[src/rtl/tap_master_ctrl.sv]
// TAP master sequencer: turns RESET/SETKEY/ENTER/RAW commands into bit-serial tdi/tck/trstb
// activity, MSB first, and captures tdo into rsp_data while tde is high.
module tap_master_ctrl #(
    parameter int unsigned       KEY_W    = 8,
    parameter logic [KEY_W-1:0]  KEY      = 8'h96,
    parameter int unsigned       CFG_W    = 8,
    parameter int unsigned       HALF     = 50,
    parameter int unsigned       SETUP    = 4,
    parameter int unsigned       RST_BITS = 4
) (
    input  logic             clk,
    input  logic             rst,
    input  logic             cmd_valid,
    output logic             cmd_ready,
    input  logic [1:0]       cmd_op,
    input  logic [CFG_W-1:0] cmd_data,
    output logic             busy,
    output logic             done,
    output logic [CFG_W-1:0] rsp_data,
    input  logic             tdo,
    input  logic             tde,
    output logic             tdi,
    output logic             tck,
    output logic             trstb
);

    localparam int unsigned PERIOD = 2 * HALF;
    localparam int unsigned CW     = (PERIOD > 2) ? $clog2(PERIOD) : 1;
    localparam int unsigned MAXW   = (RST_BITS > KEY_W) ?
                                     ((RST_BITS > CFG_W) ? RST_BITS : CFG_W) :
                                     ((KEY_W > CFG_W) ? KEY_W : CFG_W);
    localparam int unsigned IW     = (MAXW > 2) ? $clog2(MAXW) : 1;

    localparam logic [1:0] OpReset  = 2'b00;
    localparam logic [1:0] OpSetkey = 2'b01;
    localparam logic [1:0] OpEnter  = 2'b10;
    localparam logic [1:0] OpRaw    = 2'b11;

    typedef enum logic [2:0] {
        StIdle,
        StRstp,
        StKeyp,
        StCfgp,
        StTail,
        StFin
    } state_e;

    state_e           state_q;
    logic [1:0]       op_q;
    logic [CW-1:0]    cnt_q;
    logic [IW-1:0]    idx_q;
    logic [KEY_W-1:0] key_sh_q;
    logic [CFG_W-1:0] cfg_sh_q;

    assign cmd_ready = (state_q == StIdle) && !rst;

    always_ff @(posedge clk) begin
        if (rst) begin
            state_q  <= StIdle;
            op_q     <= OpReset;
            cnt_q    <= '0;
            idx_q    <= '0;
            key_sh_q <= '0;
            cfg_sh_q <= '0;
            tdi      <= 1'b0;
            tck      <= 1'b0;
            trstb    <= 1'b0;
            busy     <= 1'b0;
            done     <= 1'b0;
            rsp_data <= '0;
        end else begin
            done <= 1'b0;
            case (state_q)
                StIdle: begin
                    if (cmd_valid) begin
                        op_q     <= cmd_op;
                        cfg_sh_q <= cmd_data;
                        key_sh_q <= (cmd_op == OpSetkey) ? cmd_data[KEY_W-1:0] : KEY;
                        rsp_data <= '0;
                        busy     <= 1'b1;
                        cnt_q    <= '0;
                        if (cmd_op == OpRaw) begin
                            state_q <= StCfgp;
                            idx_q   <= IW'(CFG_W - 1);
                        end else begin
                            // trstb is already low during c=0 of the first reset cell
                            trstb   <= 1'b0;
                            state_q <= StRstp;
                            idx_q   <= IW'(RST_BITS - 1);
                        end
                    end
                end

                StRstp, StKeyp, StCfgp, StTail: begin
                    if (cnt_q == '0) begin
                        case (state_q)
                            StRstp: begin
                                tdi   <= 1'b0;
                                trstb <= 1'b0;
                            end
                            StKeyp: begin
                                tdi      <= key_sh_q[KEY_W-1];
                                key_sh_q <= key_sh_q << 1;
                            end
                            StCfgp: begin
                                tdi      <= cfg_sh_q[CFG_W-1];
                                cfg_sh_q <= cfg_sh_q << 1;
                            end
                            default: tdi <= 1'b0;
                        endcase
                    end

                    if (cnt_q == CW'(SETUP)) begin
                        tck <= 1'b1;
                        if (tde) begin
                            rsp_data <= (rsp_data << 1) | CFG_W'(tdo);
                        end
                    end

                    if (cnt_q == CW'(SETUP + HALF)) begin
                        tck <= 1'b0;
                    end

                    if (cnt_q == CW'(PERIOD - 1)) begin
                        cnt_q <= '0;
                        if (idx_q == '0) begin
                            case (state_q)
                                StRstp: begin
                                    trstb <= 1'b1;
                                    if (op_q == OpReset) begin
                                        state_q <= StFin;
                                    end else begin
                                        state_q <= StKeyp;
                                        idx_q   <= IW'(KEY_W - 1);
                                    end
                                end
                                StKeyp: begin
                                    if (op_q == OpEnter) begin
                                        state_q <= StCfgp;
                                        idx_q   <= IW'(CFG_W - 1);
                                    end else begin
                                        state_q <= StTail;
                                        idx_q   <= '0;
                                    end
                                end
                                StCfgp: begin
                                    if (op_q == OpRaw) begin
                                        state_q <= StFin;
                                    end else begin
                                        state_q <= StTail;
                                        idx_q   <= '0;
                                    end
                                end
                                default: state_q <= StFin;
                            endcase
                        end else begin
                            idx_q <= idx_q - 1'b1;
                        end
                    end else begin
                        cnt_q <= cnt_q + 1'b1;
                    end
                end

                StFin: begin
                    done    <= 1'b1;
                    busy    <= 1'b0;
                    tdi     <= 1'b0;
                    state_q <= StIdle;
                end

                default: state_q <= StIdle;
            endcase
        end
    end

endmodule

[config.mk]
export PLATFORM = sky130hd
export DESIGN_NAME = tap_master_ctrl
export DESIGN_NICKNAME = d
export VERILOG_FILES = /design/src/rtl/tap_master_ctrl.sv
export SDC_FILE = /design/constraint.sdc
export NUM_CORES = 1
export LEC_CHECK = 0
export BUFFER_PORTS_ARGS = -buffer_cell sky130_fd_sc_hd__buf_2
export CORE_UTILIZATION = 55
export DETAILED_ROUTE_END_ITERATION = 8
export GPL_ROUTABILITY_DRIVEN = 0
export HOLD_SLACK_MARGIN = 0.02
export PLACE_DENSITY_LB_ADDON = 0.25
export SLEW_MARGIN = 10
export SYNTH_ARGS = -nofsm -noshare
export SYNTH_HDL_FRONTEND = slang
export SYNTH_SLANG_ARGS = --single-unit
[constraint.sdc]
create_clock -name clk -period 2.16 [get_ports clk]
set_clock_uncertainty 0.05 [all_clocks]
set_input_delay 0.54 -clock clk [delete_from_list [all_inputs] [get_ports clk]]
set_output_delay 0.54 -clock clk [all_outputs]
set_load 0.005 [all_outputs]
==> summary.md <==
| Metric | Value |
|---|---|
| Post-CTS Hold Buffers | 0 |
| Post-synth cell types | 58 |
| Slew HR | 61.6% |
| RSZ-0062 raised after global routing | false |
| Vias in the first global route | 1910 |
| P per Cell Area | 1300 mW/mm^2 |
| Yosys top cell area share | 36.9% |
| Critical path cell sequence | or3_1 > nor2_1 > buf_2 |
| Design Area, Final | 0.00272 sq mm |
| CTS Buffer Depth | 2 |
| Async set-reset flop share out of synthesis | 0% |
| Number of I/O pins | 29 |
| Post-synth EDFFs | 0 |
| Tcrit/Tclk final | 93.2% |
| DP Area | 0.00259 sq mm |
| Worst-Skew Late Latency | 300 ps |
| Fillers | 353 |
| Worst hold path type | input port to register |
| Max-cap violation count | 0 |
| Post-Syn Area per Cell | 8.98 sq um |
| Total wire length | 5460 microns |
| Clock Sinks | 44 |
| CTS resizes | 0 |
| Worst Setup Start Kind | register |
| Fmax | 497 MHz |
| CP max FO | 7 |
| Die ar. | 0.00461 sq mm |
| Commonest non-fill, non-tap cell in the layout | dfxtp_1 |
| Synth area leader | dfxtp_1 |
| Placed instance count | 337 |
| Netlist area before placement | 0.00239 sq mm |
| Clock transition at path regs | 80 ps |
| Post-synth net total | 286 |
| Top post-synthesis cells by area | dfxtp_1, a21oi_1, mux2i_1 |
| Post-synth top flop | dfxtp_1 |
| Setup CP Type | register to primary output |
| Die W | 67.9 microns |
| FP Rows | 23 |
| DP HPWL | 3820 microns |
| Grt ovf | 0 |
| First-pass GRT wire length | 9090 microns |
| Worst Tran Pin Value | 569 ps |
| H-tree levels | 2 |
| Post-CTS repair timing setup buffer count | 0 |
| Number of I/O port buffers | 28 |
| Largest net degree at the start of global routing | 22 |
| CP bufs+invs | 1 |
| Non-filler cells, final | 348 |
| Drt pass-1 iters | 4 |
| Initial Util | 58.5% |
| Maximum vdd drop | 0.619 mV |
| TNS Setup | 0 ps |
| Layout cells sized above 1 | 20.1% |
| Status | completed |
| Post-DRT Antenna Nets | 0 |
| Cts bufs inserted | 5 |
| Yosys Warn Count | 0 |
| #FFs+latches synth | 44 |
| Commonest cells after routing, fill and taps aside | dfxtp_1, buf_2, a21oi_1 |
| TritonCTS clock tree | yes |
| Setup WS pre-CTS | 144 ps |
| Antenna cells | 0 |
| Crit-path slowest cell | or3_1 |
| Crit path setup slack, layout | 146 ps |
| Lkg Pwr | 1.08 nW |
| Max Slew Vio Count | 0 |
| DR iter-0 viols | 149 |
| Total track usage | 26.0% |
| Tmin final | 2010 ps |
| Chip Height | 67.9 microns |
| Final core occ | 66.5% |
| Cell family with most CP delay | simple AND/OR/NAND/NOR gates |
| Drt wl/cell | 15.7 microns |
| Crit end category | primary output |
| Layout area overhead | 13.7% |
| Final setup viols | 0 |
| CP peak stage delay | 530 ps |
| DR vias | 2119 |
| Sequential-to-total area share from yosys stat | 36.9% |
| Initial antenna violation count | 0 |
| Count of final hold-check violations | 0 |
| Critical Path RT | 1570 ps |
| NumNets Final | 317 |
| Via density | 6.09 |
| Synthesized netlist cell count | 266 |
| CORE AREA | 0.00409 sq mm |
| # DRC | 0 |
| CP arrival | 1420 ps |
| Root buf cell | clkbuf_8 |
-- layout make-up --
class / count / area, sq um / area share (%)
well taps: 50 / 62.6 / 2.30
clock buffers: 6 / 72.6 / 2.67
multi-input cells: 193 / 1390 / 51.0
inverters: 13 / 48.8 / 1.80
repair buffers: 40 / 230 / 8.48
clock inverters: 2 / 35.0 / 1.29
flip-flops and latches: 44 / 881 / 32.4
-- power breakdown --
group | leakage, nW | internal, W | switching, W
combinational | 0.663 | 0.000746 | 0.00104
sequential | 0.360 | 0.00100 | 0.000131
clock | 0.0552 | 0.000343 | 0.000284
-- kinds of logic (layout without fill, tap and decap cells) --
| family | after synthesis | after routing | synth area share [%] |
|---|---|---|---|
| AOI/OAI and AO/OA | 92 | 92 | 28.5 |
| xor gates and xnor gates | 5 | 5 | 1.83 |
| adders and majority gates | 5 | 5 | 2.62 |
| buffers and inverters | 29 | 61 | 5.08 |
| DFF | 44 | 44 | 36.9 |
| muxes | 10 | 10 | 4.19 |
| and+or+nand+nor | 81 | 81 | 20.9 |
-- path summary, 6_finish.rpt --
path / from / to / slack, ps / cells past startpoint
min reg2reg: key_sh_q[5] / key_sh_q[5] / 410 / 2
min: tdo / rsp_data[0] / 400 / 2
max reg2reg: cnt_q[0] / rsp_data[5] / 200 / 8
max: state_q[0] / cmd_ready / 150 / 3
-- routing by layer --
layer  wire length, microns  GRT usage, %  vias to the layer above
met2                   2410          39.5                       56
met4                     52          8.85                        0
met5                      0             0                        -
li1                       -             -                     1072
met3                    274          4.33                        5
met1                   2730          36.8                      986
-- metrics by stage --
| step | power, W | hold slack (ps) |
|---|---|---|
| 5_1_grt | 0.00380 | 405 |
| 6_report | 0.00354 | 398 |
| 3_3_place_gp | 0.00283 | 402 |
| 4_1_cts | 0.00349 | 401 |
| 2_1_floorplan | 0.00248 | 381 |
| 3_5_place_dp | 0.00286 | 400 |
-- cells in the mapped netlist (all sizes together) (4+ instances only) --
master  instances
dfxtp          44
a21oi          24
nor2           18
o21ai          15
inv            13
nand2          12
mux2i          10
a221oi          9
clkbuf          9
a22o            8
a311oi          8
buf             7
nor2b           6
nor3            6
nor3b           6
ha              5
nand3           5
a211oi          4
nand2b          4
nand4           4
or3             4
xor2            4
-- flip-flops by register name (all words and copies together), names as in the netlist --
signal	cells
busy	1
cfg_sh_q	8
cnt_q	7
done	1
idx_q	3
key_sh_q	8
op_q	2
rsp_data	8
state_q	3
tck	1
tdi	1
trstb	1
No activity file was read; power rests on OpenSTA's default activity.
